[src/rtl/mips_fetch_pkg.sv]
// Shared types and constants for the MIPS instruction fetch stage.
package mips_fetch_pkg;

    typedef enum logic [1:0] {
        IDLE  = 2'd0,
        FETCH = 2'd1,
        ISSUE = 2'd2,
        DRAIN = 2'd3
    } fetch_state_t;

    localparam int OPCODE_MSB = 31;
    localparam int OPCODE_LSB = 26;
    localparam int FUNCT_MSB  = 5;
    localparam int FUNCT_LSB  = 0;

    localparam logic [31:0] PC_INC    = 32'd4;
    localparam logic [31:0] WORD_MASK = 32'hFFFF_FFFC;

endpackage

[src/rtl/instr_fetch_unit_fetch_pc_reg.sv]
// Fetch PC register: hold, advance by one word, or load a redirect target.
module fetch_pc_reg
    import mips_fetch_pkg::*;
#(
    parameter logic [31:0] RESET_PC = 32'h0000_0000
) (
    input  logic        clk_i,
    input  logic        rst_n_i,
    input  logic        inc_i,
    input  logic        load_i,
    input  logic [31:0] load_pc_i,
    output logic [31:0] fpc_o
);

    logic [31:0] fpc_q;
    logic [31:0] fpc_d;

    // Redirect beats increment; the low two bits of a target are dropped.
    always_comb begin
        fpc_d = fpc_q;
        if (load_i) begin
            fpc_d = load_pc_i & WORD_MASK;
        end else if (inc_i) begin
            fpc_d = fpc_q + PC_INC;
        end
    end

    // PC register.
    always_ff @(posedge clk_i or negedge rst_n_i) begin
        if (!rst_n_i) begin
            fpc_q <= RESET_PC & WORD_MASK;
        end else begin
            fpc_q <= fpc_d;
        end
    end

    assign fpc_o = fpc_q;

endmodule

[src/rtl/instr_fetch_unit.sv]
// Instruction fetch stage: one outstanding imem request, instruction register,
// stall and redirect handling (including redirects while a request is open).
//
// state | meaning
// IDLE  | one cycle after reset, no request
// FETCH | request to fpc open, waiting for ack
// ISSUE | instruction held for decode, no request
// DRAIN | redirected request still open; its data is discarded
module instr_fetch_unit
    import mips_fetch_pkg::*;
#(
    parameter logic [31:0] RESET_PC = 32'h0000_0000
) (
    input  logic        clk,
    input  logic        rst_n,
    output logic        imem_req,
    output logic [31:0] imem_addr,
    input  logic        imem_ack,
    input  logic [31:0] imem_rdata,
    input  logic        stall,
    input  logic        redirect_valid,
    input  logic [31:0] redirect_pc,
    output logic        instr_valid,
    output logic [31:0] instr,
    output logic [5:0]  opcode,
    output logic [5:0]  funct,
    output logic [31:0] pc,
    output logic [31:0] pc_plus4
);

    fetch_state_t state_q, state_d;
    logic [31:0]  instr_q, instr_d;
    logic [31:0]  pc_q, pc_d;
    logic         valid_q, valid_d;
    logic [31:0]  drain_addr_q, drain_addr_d;
    logic [31:0]  fpc;
    logic         fpc_inc;
    logic         fpc_load;

    fetch_pc_reg #(
        .RESET_PC(RESET_PC)
    ) u_fetch_pc_reg (
        .clk_i    (clk),
        .rst_n_i  (rst_n),
        .inc_i    (fpc_inc),
        .load_i   (fpc_load),
        .load_pc_i(redirect_pc),
        .fpc_o    (fpc)
    );

    // Next state, instruction register and fpc control.
    always_comb begin
        state_d      = state_q;
        instr_d      = instr_q;
        pc_d         = pc_q;
        valid_d      = valid_q;
        drain_addr_d = drain_addr_q;
        fpc_inc      = 1'b0;
        fpc_load     = 1'b0;
        case (state_q)
            IDLE: begin
                state_d = FETCH;
            end
            FETCH: begin
                if (imem_ack && redirect_valid) begin
                    fpc_load = 1'b1;
                end else if (imem_ack) begin
                    instr_d = imem_rdata;
                    pc_d    = fpc;
                    valid_d = 1'b1;
                    state_d = ISSUE;
                end else if (redirect_valid) begin
                    // The memory still owns the old address until it acks.
                    drain_addr_d = fpc;
                    fpc_load     = 1'b1;
                    state_d      = DRAIN;
                end
            end
            ISSUE: begin
                if (redirect_valid) begin
                    fpc_load = 1'b1;
                    valid_d  = 1'b0;
                    state_d  = FETCH;
                end else if (!stall) begin
                    fpc_inc = 1'b1;
                    valid_d = 1'b0;
                    state_d = FETCH;
                end
            end
            DRAIN: begin
                fpc_load = redirect_valid;
                if (imem_ack) begin
                    state_d = FETCH;
                end
            end
            default: begin
                state_d = IDLE;
            end
        endcase
    end

    // State and instruction registers.
    always_ff @(posedge clk or negedge rst_n) begin
        if (!rst_n) begin
            state_q      <= IDLE;
            instr_q      <= 32'h0;
            pc_q         <= 32'h0;
            valid_q      <= 1'b0;
            drain_addr_q <= RESET_PC & WORD_MASK;
        end else begin
            state_q      <= state_d;
            instr_q      <= instr_d;
            pc_q         <= pc_d;
            valid_q      <= valid_d;
            drain_addr_q <= drain_addr_d;
        end
    end

    assign imem_req    = (state_q == FETCH) || (state_q == DRAIN);
    assign imem_addr   = ((state_q == DRAIN) ? drain_addr_q : fpc) & WORD_MASK;
    assign instr_valid = valid_q;
    assign instr       = instr_q;
    assign opcode      = instr_q[OPCODE_MSB:OPCODE_LSB];
    assign funct       = instr_q[FUNCT_MSB:FUNCT_LSB];
    assign pc          = pc_q;
    assign pc_plus4    = pc_q + PC_INC;

endmodule

[config.mk]
export PLATFORM = sky130hd
export DESIGN_NAME = instr_fetch_unit
export DESIGN_NICKNAME = d
export VERILOG_FILES = /design/src/rtl/mips_fetch_pkg.sv /design/src/rtl/instr_fetch_unit_fetch_pc_reg.sv /design/src/rtl/instr_fetch_unit.sv
export SDC_FILE = /design/constraint.sdc
export NUM_CORES = 1
export LEC_CHECK = 0
export ABC_AREA = 1
export CAP_MARGIN = 20
export CORE_MARGIN = 10
export CORE_UTILIZATION = 45
export DETAILED_ROUTE_END_ITERATION = 8
export GPL_ROUTABILITY_DRIVEN = 1
export GPL_TIMING_DRIVEN = 1
export PLACE_DENSITY = 0.87
export SLEW_MARGIN = 20
export SYNTH_ARGS = -nofsm -noshare
export SYNTH_HDL_FRONTEND = slang
export SYNTH_HIERARCHICAL = 1
export SYNTH_SLANG_ARGS = --single-unit
[constraint.sdc]
create_clock -name clk -period 1.86 [get_ports clk]
set_input_delay 0.186 -clock clk [delete_from_list [all_inputs] [get_ports clk]]
set_output_delay 0.186 -clock clk [all_outputs]
set_load 0.03 [all_outputs]
==> After elaboration in Yosys (flattened, before gate mapping) <==
Cells that the tools add are included.
{ "totals": {"reg_bits": 131, "inputBits": 69, "out_inout_bits": 142, "elab_cells": 49} }
{ "classes": {"add_sub_neg": 2, "eq_ne": 8, "muxes": 22, "bitwise": 2, "reduce_logical": 9} }
{ "op_table": {"columns": ["cell", "count"], "rows": [
  ["$mux 32", 3],
  ["$add 32x3->32 const B", 2],
  ["$mux 2", 6],
  ["$reduce_and 4->1", 3],
  ["$mux 1", 10],
  ["$pmux 2 s4", 1],
  ["$ne 2x2->1 const B", 3],
  ["$ne 3x3->1 const B", 2],
  ["$eq 2x2->1 const B", 2],
  ["$reduce_bool 2->1", 2],
  ["$pmux 1 s3", 1],
  ["$reduce_and 3->1", 1],
  ["$eq 2x1->1 const B", 1],
  ["$logic_not 2->1", 1],
  ["$not 1->1", 2],
  ["$pmux 1 s2", 1],
  ["$logic_and 1x1->1", 1],
  ["$logic_or 1x1->1", 1]
]} }

==> Longest topological paths before layout <==
Gate-level depths: netlist of the first run.
{ "depth": {"word_depth": 5, "depth_mapped": 9, "mapped_depth_nobuf": 9} }

==> Hierarchy <==
Netlist of the first run, hierarchy kept.
{ "modules_own_cells": {"columns": ["mod", "n_inst", "cells_each", "area_per_inst_um2", "seq_area_each_um2"], "rows": [
  ["instr_fetch_unit", 1, 644, 4874.7, 2427.3],
  ["fetch_pc_reg", 1, 311, 2140.8, 750.7]
]} }

==> Least setup slack after synthesis of the first run <==
Ideal clock, no wire load.
{ "synth_path": {"path_type": "reg2out", "from": "register pc_q[2] (netlist: pc[2])", "to": "output pc_plus4[13]", "arrival_time_ps": 1792, "t_required_ps": 1674, "setup_slack_ps": -118, "stages_incl_launch_ff": 6, "path_buffers": 0, "cell_sequence": "dfrtp_1 > inv_1 > nor2_4 > nand2_2 > nor2_1 > xor2_1"} }
{ "synth_between": {"elab_chain_cells": 1} }
{ "synth_rtl": {"columns": ["item", "line_no", "source"], "rows": [
  ["start, declared", "instr_fetch_unit.sv:33", "logic [31:0] pc_q, pc_d;"],
  ["start signal, assigned", "instr_fetch_unit.sv:113", "pc_q <= pc_d;"],
  ["$add 32x3->32", "instr_fetch_unit.sv:126", "assign pc_plus4 = pc_q + PC_INC;"],
  ["end, declared", "instr_fetch_unit.sv:28", "output logic [31:0] pc_plus4"]
]} }
Every way passes these cells.

==> Worst setup path in the final report of the first run <==
{ "layout_path": {"from": "register pc_q[3] (netlist: pc[3])", "to": "output pc_plus4[16]"} }
Same word-level chain as after synthesis.

==> impl_metrics.yaml, run 1 <==
status:
  status: "finished with violations"
  violations: "negative setup slack"
timing:
  fin_crit_sh_pct: 110
  fmax_mhz: 490
  fin_ws_ns: -0.181
  tightestPinTransition_ns: 0.592
  maxSlewViolCount: 0
  setup_viol: 23
  post-route-min-period_ns: 2.04
  grt_setup_unrepaired: "true"
  finalHoldViolations: 0
  skew_ns: 0.0111
  slew_headroom_pct: 60.5
pwr:
  totalPowerFinal_mw: 20.4
  ir_worst_vdd_mv: 0.828
  p_per_area_nw_per_um2: 1950
  leakagePower_nw: 4.83
critical_path:
  cp-end-kind: "output pin"
  start_kind: "flip-flop"
  r2r_slack_ns: 0.14
  r2r-start: "state_q[1]"
  required_ns: 1.67
  path_class: "flip-flop to output pin"
  ff2ff_path_depth: 8
  path_max_fanout: 4
  worstPathArrival_ns: 1.86
  reg2reg_to: "u_fetch_pc_reg/fpc_o[27]"
global_routing:
  antenna_found_initial: 0
  grt_max_degree: 63
  grt_pass1_wl_um: 37300
  track_usage_pct: 22.5
  grt_pass1_vias: 7167
  gr-total-overflow: 0
clocking:
  clkSinkCount: 127
  cts_root_buf: "clkbuf_16"
  numCtsBuffers: 17
  insertion_delay_ns: 0.42
  htree_num_levels: 4
  path_clk_slew_ns: 0.06
  cts_buffer_depth: 2
  cts_tree: "done"
drt:
  drt-initial-drc-count: 841
  vias_per_cell: 5.38
  vias: 7474
  routed_wl_um: 25200
  drt_pass1_iterations: 7
  avgRoutedWirePerCell_um: 18.1
  drcViolationCount: 0
  drtAntennaViolNets: 0
placement:
  place_congestion: 0.884
  port-buffer-count: 206
  dp_hpwl_um: 16900
finish:
  drive_above_1_share_pct: 19.7
  layout_commonest_cell: "nand2_1"
  area_growth_pct: 49.2
  nNetsFinal: 1238
  antenna_cells: 0
  post-route-util_pct: 68.6
  layout_common_cells: "nand2_1, clkdlybuf4s50_1, dfrtp_1, nor2_1, inv_1"
logic_synthesis:
  ys_ff_latch: 127
  async_flop_share_pct: 100
  synthDistinctLibCells: 30
  synthFlopType: "dfrtp_1"
  syn_avg_cell_area_um2: 7.35
  synth_top_area_share_pct: 45.3
  ys_warn_count: 6
  synth_edf_count: 0
  synthTopCellsByArea: "dfrtp_1, nand2_1, nor2_1"
  synth_top_area_cell: "dfrtp_1"
  synth_seq_area_share_pct: 45.3
  synth_area_um2: 7020
  netlist_instances: 955
floorplan:
  coreArea_um2: 15300
  fp.dieH_um: 145
  row_count: 45
  start_util_pct: 46.0
  die-area_um2: 21000
  ios: 211
  die_w_um: 145
flow_run:
  cap_violations: 0
min_path:
  min_path_type: "input pin to asynchronous set/reset pin"
==> what timing repair did <==
action                     in CTS  in global routing
hold endpoints to repair       71                  0
pin swaps                      19                 23
gates cloned                    1                  1
setup endpoints to repair      46                 41
resized for setup              80                 42
buffers inserted               14                  4
hold buffers                    1                  0
==> Yosys cell counts (3+ instances only) <==
| library cell | number |
|---|---|
| clkbuf_1 | 19 |
| nand2_1 | 353 |
| nand3b_1 | 10 |
| nor2_4 | 10 |
| buf_4 | 21 |
| nor2_1 | 96 |
| and2_1 | 3 |
| buf_6 | 5 |
| o21ai_1 | 30 |
| nand3_1 | 51 |
| inv_1 | 73 |
| a22oi_1 | 18 |
| a21oi_1 | 33 |
| buf_2 | 7 |
| nand2_2 | 8 |
| xor2_1 | 15 |
| o21ai_0 | 41 |
| dfrtp_1 | 127 |
| o21bai_1 | 7 |
| xnor2_1 | 5 |
| nor2_2 | 9 |
==> how the worst max path moves through the flow <==
| stage | start | slack [ns] | cells past startpoint | endpoint |
|---|---|---|---|---|
| floorplan | pc[2] | -0.006 | 5 | pc_plus4[13] |
| global placement | redirect_valid | 0.07 | 7 | instr_valid |
| detailed placement | redirect_valid | 0.02 | 8 | u_fetch_pc_reg/fpc_o[16] |
| CTS | pc[3] | -0.17 | 9 | pc_plus4[26] |
| global route | pc[3] | -0.30 | 8 | pc_plus4[16] |
| finish | pc[3] | -0.18 | 8 | pc_plus4[16] |
==> power by group <==
group          total, mW  internal, mW  switching [mW]
Combinational       11.9          4.84            7.03
Clock               3.16          1.94            1.22
Sequential          5.35          3.99            1.36
Total               20.4          10.8            9.61
==> per-layer routing <==
layer  global-route usage (%)  vias up  part of all wire [%]
li1                         -     3418                     -
met1                     25.5     3568                    36
met2                     40.0      411                    52
met3                     4.24       77                   8.4
met4                     10.1        0                   4.2
met5                        0        -                     0
==> registers in the layout (all words and copies together), names as in the netlist <==
signal                flops
state_q                   2
u_fetch_pc_reg/fpc_o     30
drain_addr_q             30
instr_valid               1
instr                    32
pc                       32
==> kinds of logic after synthesis <==
family	Yosys count	share of synthesized area, %
adder cells (fa/ha/maj)	2	0.357
other	2	0.107
buffers and inverters	127	8.58
AO/OA/AOI/OAI	132	10.4
AND/OR/NAND/NOR	545	32.8
flip-flops	127	45.3
XOR/XNOR	20	2.50
==> worst max-delay path, cell delays in order, from the launching register on <==
cell and delay [ns]:
dfrtp_1 0.42, ha_4 0.18, nand2_2 0.07, nor2_4 0.13, nand2_1 0.07, nor2_1 0.09, buf_4 0.16, xor2_2 0.16
buf_6 0.15
==> stage by stage <==
| stage | cells | hold slack, ns | setup TNS [ns] | cell area [um^2] | setup WS, ns |
|---|---|---|---|---|---|
| final | 1390 | 0.197 | -2.64 | 10500 | -0.181 |
| after global routing | 1390 | 0.211 | -4.63 | 10500 | -0.298 |
| after CTS | 1385 | 0.200 | -2.22 | 10300 | -0.168 |
| after detailed placement | 1338 | 0.0776 | 0 | 9350 | 0.0204 |
| after global placement | 1338 | 0.0763 | 0 | 9350 | 0.0736 |
| after floorplan | 957 | -0.110 | -0.00582 | 7080 | -0.00582 |
==> cell type report <==
| class | instances | area, um^2 |
|---|---|---|
| clock buffers | 19 | 433 |
| clock inverters | 12 | 121 |
| fillers | 1085 | 4790 |
| inverters | 75 | 284 |
| multi-input cells | 703 | 3570 |
| flip-flops and latches | 127 | 3200 |
| well taps | 211 | 264 |
| repair buffers | 243 | 2590 |
Note: power is estimated with default switching activity, not from simulation.
==> run 2, diff against run 1 <==
GPL_ROUTABILITY_DRIVEN = default   (was 1)
==> results of run 2 <==
No change in the layout: final DEF, timing and power equal those of run 1.
